[src/rtl/game_tick_scheduler_pkg.sv]
// game_tick_scheduler_pkg: shared state encoding, widths and step-period arithmetic.
package game_tick_scheduler_pkg;
  typedef enum logic [1:0] {
    IDLE  = 2'd0,
    RUN   = 2'd1,
    PAUSE = 2'd2,
    OVER  = 2'd3
  } state_t;
  localparam int STEP_CNT_W = 16;
  localparam int PERIOD_W = 20;
  function automatic logic [PERIOD_W-1:0] calc_period(
    input logic [PERIOD_W-1:0] base,
    input logic [PERIOD_W-1:0] dec,
    input logic [PERIOD_W-1:0] floor,
    input logic [PERIOD_W-1:0] level
  );
    logic [PERIOD_W-1:0] cut;
    cut = level * dec;
    return (cut > base || base - cut < floor) ? floor : base - cut;
  endfunction
endpackage

[src/rtl/game_tick_scheduler_if.sv]
// game_tick_scheduler_if: control pulses in, tick/step/status out.
interface game_tick_scheduler_if
  import game_tick_scheduler_pkg::*;
#(
  parameter int LEVEL_W = 4
) ();
  logic tick;
  logic start;
  logic pause_toggle;
  logic game_over;
  logic level_up;
  logic step_ready;
  logic scan_tick;
  logic sample_tick;
  logic step_valid;
  logic [LEVEL_W-1:0] level;
  state_t state;
  logic overrun;
  modport slave (
    input  tick, start, pause_toggle, game_over, level_up, step_ready,
    output scan_tick, sample_tick, step_valid, level, state, overrun
  );
  modport master (
    output tick, start, pause_toggle, game_over, level_up, step_ready,
    input  scan_tick, sample_tick, step_valid, level, state, overrun
  );
endinterface

[src/rtl/game_tick_scheduler_tick_divider.sv]
// tick_divider: registered pulse one cycle after every DIV-th enable pulse.
module tick_divider #(
  parameter int DIV = 4
) (
  input  logic clk,
  input  logic rst,
  input  logic en,
  output logic pulse
);
  localparam int W = DIV > 1 ? $clog2(DIV) : 1;
  localparam logic [W-1:0] LAST = W'(DIV - 1);
  logic [W-1:0] cnt;
  always_ff @(posedge clk or posedge rst) begin
    if (rst) begin
      cnt <= '0;
      pulse <= 1'b0;
    end else begin
      pulse <= en && cnt == LAST;
      if (en) cnt <= cnt == LAST ? '0 : cnt + 1'b1;
    end
  end
endmodule

[src/rtl/game_tick_scheduler.sv]
// game_tick_scheduler: divides the base tick into scan/sample ticks and runs the game-step FSM.
module game_tick_scheduler
  import game_tick_scheduler_pkg::*;
#(
  parameter int SCAN_DIV = 4,
  parameter int SAMPLE_DIV = 100,
  parameter int STEP_BASE = 8000,
  parameter int STEP_DEC = 500,
  parameter int STEP_MIN = 1000,
  parameter int LEVEL_W = 4
) (
  input logic clk,
  input logic rst,
  game_tick_scheduler_if.slave bus
);
  localparam logic [LEVEL_W-1:0] LEVEL_MAX = '1;
  state_t state_q, state_d;
  logic [STEP_CNT_W-1:0] cnt_q;
  logic [LEVEL_W-1:0] level_q;
  logic valid_q, overrun_q;
  logic [PERIOD_W-1:0] period;
  logic restart, going_over, due, accept, running;
  tick_divider #(.DIV(SCAN_DIV)) u_scan (
    .clk(clk), .rst(rst), .en(bus.tick), .pulse(bus.scan_tick)
  );
  tick_divider #(.DIV(SAMPLE_DIV)) u_sample (
    .clk(clk), .rst(rst), .en(bus.tick), .pulse(bus.sample_tick)
  );
  always_comb begin
    state_d = state_q;
    unique case (state_q)
      IDLE:  state_d = bus.start ? RUN : IDLE;
      RUN:   state_d = bus.game_over ? OVER : bus.pause_toggle ? PAUSE : RUN;
      PAUSE: state_d = bus.game_over ? OVER : bus.pause_toggle ? RUN : PAUSE;
      OVER:  state_d = bus.start ? RUN : OVER;
    endcase
  end
  assign period = calc_period(PERIOD_W'(STEP_BASE), PERIOD_W'(STEP_DEC),
                              PERIOD_W'(STEP_MIN), PERIOD_W'(level_q));
  assign running = state_q == RUN;
  assign restart = state_d == RUN && (state_q == IDLE || state_q == OVER);
  assign going_over = state_d == OVER && state_q != OVER;
  // >= rather than == so a period shrunk below the count fires on the next tick
  assign due = running && bus.tick && PERIOD_W'(cnt_q) >= period - PERIOD_W'(1);
  assign accept = valid_q && bus.step_ready;
  always_ff @(posedge clk or posedge rst) begin
    if (rst) begin
      state_q <= IDLE;
      cnt_q <= '0;
      level_q <= '0;
      valid_q <= 1'b0;
      overrun_q <= 1'b0;
    end else begin
      state_q <= state_d;
      cnt_q <= (restart || due) ? '0 : (running && bus.tick) ? cnt_q + 1'b1 : cnt_q;
      level_q <= restart ? '0 :
                 (running && bus.level_up && level_q != LEVEL_MAX) ? level_q + 1'b1 : level_q;
      valid_q <= going_over ? 1'b0 : due ? 1'b1 : accept ? 1'b0 : valid_q;
      overrun_q <= restart ? 1'b0 : (due && valid_q && !accept) ? 1'b1 : overrun_q;
    end
  end
  assign bus.state = state_q;
  assign bus.level = level_q;
  assign bus.step_valid = valid_q;
  assign bus.overrun = overrun_q;
endmodule

[src/flat_wrapper.sv]
// flat-port wrapper written by rule: the top's interface ports become plain ports
module game_tick_scheduler_flat import game_tick_scheduler_pkg::*;
#(
  parameter int SCAN_DIV = 4,
  parameter int SAMPLE_DIV = 100,
  parameter int STEP_BASE = 8000,
  parameter int STEP_DEC = 500,
  parameter int STEP_MIN = 1000,
  parameter int LEVEL_W = 4
)
  (clk, rst, bus_tick, bus_start, bus_pause_toggle, bus_game_over, bus_level_up, bus_step_ready, bus_scan_tick, bus_sample_tick, bus_step_valid, bus_level, bus_state, bus_overrun);
  game_tick_scheduler_if #(.LEVEL_W(LEVEL_W)) bus_i ();
  input logic clk;
  input logic rst;
  input wire logic [$bits(bus_i.tick)-1:0] bus_tick;
  input wire logic [$bits(bus_i.start)-1:0] bus_start;
  input wire logic [$bits(bus_i.pause_toggle)-1:0] bus_pause_toggle;
  input wire logic [$bits(bus_i.game_over)-1:0] bus_game_over;
  input wire logic [$bits(bus_i.level_up)-1:0] bus_level_up;
  input wire logic [$bits(bus_i.step_ready)-1:0] bus_step_ready;
  output wire logic [$bits(bus_i.scan_tick)-1:0] bus_scan_tick;
  output wire logic [$bits(bus_i.sample_tick)-1:0] bus_sample_tick;
  output wire logic [$bits(bus_i.step_valid)-1:0] bus_step_valid;
  output wire logic [$bits(bus_i.level)-1:0] bus_level;
  output wire logic [$bits(bus_i.state)-1:0] bus_state;
  output wire logic [$bits(bus_i.overrun)-1:0] bus_overrun;
  assign bus_i.tick = bus_tick;
  assign bus_i.start = bus_start;
  assign bus_i.pause_toggle = bus_pause_toggle;
  assign bus_i.game_over = bus_game_over;
  assign bus_i.level_up = bus_level_up;
  assign bus_i.step_ready = bus_step_ready;
  assign bus_scan_tick = bus_i.scan_tick;
  assign bus_sample_tick = bus_i.sample_tick;
  assign bus_step_valid = bus_i.step_valid;
  assign bus_level = bus_i.level;
  assign bus_state = bus_i.state;
  assign bus_overrun = bus_i.overrun;
  game_tick_scheduler #(.SCAN_DIV(SCAN_DIV), .SAMPLE_DIV(SAMPLE_DIV), .STEP_BASE(STEP_BASE), .STEP_DEC(STEP_DEC), .STEP_MIN(STEP_MIN), .LEVEL_W(LEVEL_W)) u_core (.clk(clk), .rst(rst), .bus(bus_i));
endmodule
[config.mk]
export PLATFORM = sky130hd
export DESIGN_NAME = game_tick_scheduler_flat
export DESIGN_NICKNAME = d
export VERILOG_FILES = /design/src/rtl/game_tick_scheduler_pkg.sv /design/src/rtl/game_tick_scheduler_if.sv /design/src/rtl/game_tick_scheduler_tick_divider.sv /design/src/rtl/game_tick_scheduler.sv /design/src/flat_wrapper.sv
export SDC_FILE = /design/constraint.sdc
export NUM_CORES = 1
export LEC_CHECK = 0
export BUFFER_PORTS_ARGS = -buffer_cell sky130_fd_sc_hd__buf_4
export CORE_ASPECT_RATIO = 0.7
export CORE_MARGIN = 3
export CORE_UTILIZATION = 40
export CTS_BUF_LIST = sky130_fd_sc_hd__clkbuf_16
export CTS_CLUSTER_SIZE = 28
export DETAILED_ROUTE_END_ITERATION = 8
export SLEW_MARGIN = 40
export SYNTH_ARGS = -nofsm -noshare
export SYNTH_HDL_FRONTEND = slang
export SYNTH_HIERARCHICAL = 1
export SYNTH_SLANG_ARGS = --single-unit
[constraint.sdc]
create_clock -name clk -period 8.3 [get_ports clk]
set_clock_uncertainty 0.2 [all_clocks]
set_input_delay 0.415 -clock clk [delete_from_list [all_inputs] [get_ports clk]]
set_output_delay 0.415 -clock clk [all_outputs]
set_load 0.02 [all_outputs]
==> metrics.txt <==
total CTS buffers=5; r2r startpoint=u_core/bus.level[1]; Mean Syn Cell Area=8.82 sq um; xor/xnor share of the synthesized area=8.21%; synthesized instance count=387; Starting Density=42.3%; worst rel slew slack=52.3%; Initial DRC Count=209; top cells by area, synth=dfrtp_1, ha_1, xnor2_1; switching share of total power=51.4%; routability cong.=0.811; worst vdd ir=0.226 mV; total die area=0.00970 sq mm; synth-to-layout area growth=10.6%; hold-fix buffers at CTS=1; Die Y=83.3 microns; Max Cap Viol=0; simple-gate share of the synthesized area=22.0%; number of diodes=0; status=complete, no violations; Fin. Hold Viols=0; Worst Hold Path EP=u_core/bus.state[0]; first-pass GRT wire length=13300 microns; fill count=774; core area=0.00807 sq mm; Final Setup Violations=0; Hold Crit Class=in -> reg; row cnt=27; Die W=116 microns; Worst-path clk slew=0.06 ns; DP HPWL=5670 microns; share of post-route cells with drive strength above 1=13.0%; Final Max Slew Viols=0; YS warnings=6; Sw Pwr=0.835 mW; Synth top area share=25.7%; ys flop type=dfrtp_1; adder and majority gate portion of the synthesized area=18.4%; vias in the first global route=2678; Port Buf Inserts=17; Clock Tree Buf Depth=2; # resized after CTS=0; overflow left after global routing=0; GRT Total Usage=16.7%; Hold Crit Depth=3; Worst-Margin Slew=0.716 ns; Seq cells post-synth=35; Logic pwr share=71.2%; RSZ-0062 raised after global routing=false; Min Clock Period, post-route=6.84 ns; P per Cell Area=431 mW/mm^2; DR WL/cell=14.9 microns; Synth Net Count=441; WL final=7480 microns; htree depth=2; buffer and inverter count on the worst path=0; CTS tree=built; clock share of power=11.4%; WP data arrival=6.85 ns; largest area contributor in the netlist=dfrtp_1; Post-Syn Area=0.00341 sq mm; Final nets=454; post-synthesis sequential area ratio=25.7%; clock sink total=35; CTS Root Cell=clkbuf_16; first drt pass iteration count=4; DRC=0; Max Fclk=146 MHz; worst reg2reg setup slack=1.46 ns; initial antenna violation count=0; slowest CP cell=fa_1; mux cell area share after synthesis=3.45%; Synth Area in Compound Gates=18.0%; # IOs=18; RR Endpoint=u_core/cnt_q[7]; placed cells=493; Clock Latency Late Sink=0.28 ns; Power Internal=0.791 mW; CP delay by family, top=compound AO/OA/AOI/OAI gates; count leader, synth=nor2_1; Antenna Violating Nets Remaining=0; hold path start=bus_start; CP endpoint kind=register; sum of negative setup slack=0 ns; via count=2779; max incr delay on CP=0.73 ns; ys async rst share=100%; Via density=5.54; r2r worst-path depth=20; share of power burned in registers=17.4%; leakage=1.72 nW; Post-synth EDFFs=0; final cell count without fillers=502; Most common cell on crit path=ha_1; cells along the critical path=fa_1 > fa_1 > ha_1 > or2b_1 > a21oi_2 > o21ai_1 > nor2_1 > mux2i_1 > a22o_1 > a21oi_1 > ha_1 > or3_1 > a221oi_1 > a311oi_1 > ha_1 > a2111oi_0 > o21bai_1 > a21oi_1 > o31ai_4 > nor2_1; # Post-CTS Setup Buffers=0; Commonest cells post-synth=nor2_1, ha_1, dfrtp_1; main combinational cell family by area after synthesis=simple AND/OR/NAND/NOR gates; period utilisation layout=82.4%; Worst setup SP type=register; synth unique cells=63; Worst Path Class, Setup=reg -> reg; largest net degree at the start of global routing=25; Crit Path Max Fanout=14; Critical Path RT=8.31 ns
## registers in the layout, indices dropped and copies added, names as in the netlist
register	count
u_core/bus.step_valid	1
u_core/u_sample/pulse	1
u_core/u_sample/cnt	7
u_core/bus.overrun	1
u_core/u_scan/cnt	2
u_core/bus.state	2
u_core/cnt_q	16
u_core/u_scan/pulse	1
u_core/bus.level	4
## power groups by stage
stage	clock network [mW]	logic, mW	registers [mW]
floorplan	0	0.924	0.268
global placement	0	1.12	0.283
detailed placement	0	1.14	0.285
CTS	0.193	1.16	0.283
global route	0.199	1.31	0.293
finish	0.185	1.16	0.282
## placed cells by master, fill, tap and decap left out, types with 3 or more instances in the layout
cell / n
and4b_1: 3
or2_2: 3
a21oi_1: 21
nor3_1: 10
ha_1: 39
o211ai_1: 5
nand4_1: 9
inv_1: 23
a22oi_1: 3
o21a_1: 3
o22a_1: 3
xor2_1: 6
nor2_1: 48
nand3_1: 8
buf_4: 17
nand2_1: 21
dfrtp_1: 35
xnor2_1: 26
or3_1: 5
and3_1: 5
nor4_1: 3
nor2b_1: 7
nand2b_1: 3
mux2i_1: 5
o21ai_0: 16
fa_1: 7
clkbuf_16: 5
a21o_1: 7
mux2_2: 6
o22ai_1: 3
## worst max-delay path by stage
stage                                   start          endpoint  slack (ns)  depth (start not counted)
after floorplan           u_core/bus.level[2]  u_core/cnt_q[10]        2.20                         21
after global placement    u_core/bus.level[1]  u_core/cnt_q[13]        1.71                         20
after detailed placement  u_core/bus.level[1]   u_core/cnt_q[7]        1.48                         20
after CTS                 u_core/bus.level[1]   u_core/cnt_q[7]        1.45                         20
after global routing      u_core/bus.level[1]   u_core/cnt_q[7]        0.93                         20
final                     u_core/bus.level[1]   u_core/cnt_q[7]        1.46                         20
## through the flow
step | setup WS (ns) | power [mW] | hold WS [ns] | area, sq um | utilization (%)
after floorplan | 2.20 | 1.19 | -0.0314 | 3410 | -
after global placement | 1.71 | 1.41 | 0.115 | 3610 | 44.7
after detailed placement | 1.48 | 1.43 | 0.118 | 3620 | 44.8
after CTS | 1.45 | 1.63 | 0.183 | 3770 | 46.7
after global routing | 0.933 | 1.80 | 0.231 | 3770 | 46.7
final | 1.46 | 1.63 | 0.193 | 3770 | 46.7
## layer usage
metal	track usage (%)	part of all wire, %	vias to the layer above	wire length [microns]
li1	-	-	1412	-
met1	25.8	52	1319	3910
met2	23.8	43	44	3190
met3	3.42	4.4	4	331
met4	3.16	0.56	0	42
met5	0	0	-	0
## final cells by class
class | instances | area [sq um] | area share (%)
clock inverter | 3 | 20.0 | 0.531
sequential | 35 | 876 | 23.2
inverter | 25 | 93.8 | 2.49
clock buffer | 5 | 125 | 3.32
tap | 101 | 126 | 3.35
multi-input combinational | 315 | 2390 | 63.5
timing repair buffer | 18 | 138 | 3.65
## worst register-to-register path, delay by kind of cell, from the launching register on
family | cells | cell delay (ns)
AO/OA/AOI/OAI | 10 | 2.42
adder cells (fa/ha/maj) | 5 | 2.20
flip-flops | 1 | 0.54
multiplexers | 1 | 0.34
AND/OR/NAND/NOR | 4 | 1.10
## cells by family (layout without fill, tap and decap cells)
family,Yosys count,after routing
xor+xnor,32,32
simple gates,140,140
fa+ha+maj,46,46
mux,11,11
flops,35,35
buf+inv,37,51
compound gates,86,86
Power figures use the tool's default switching activity.
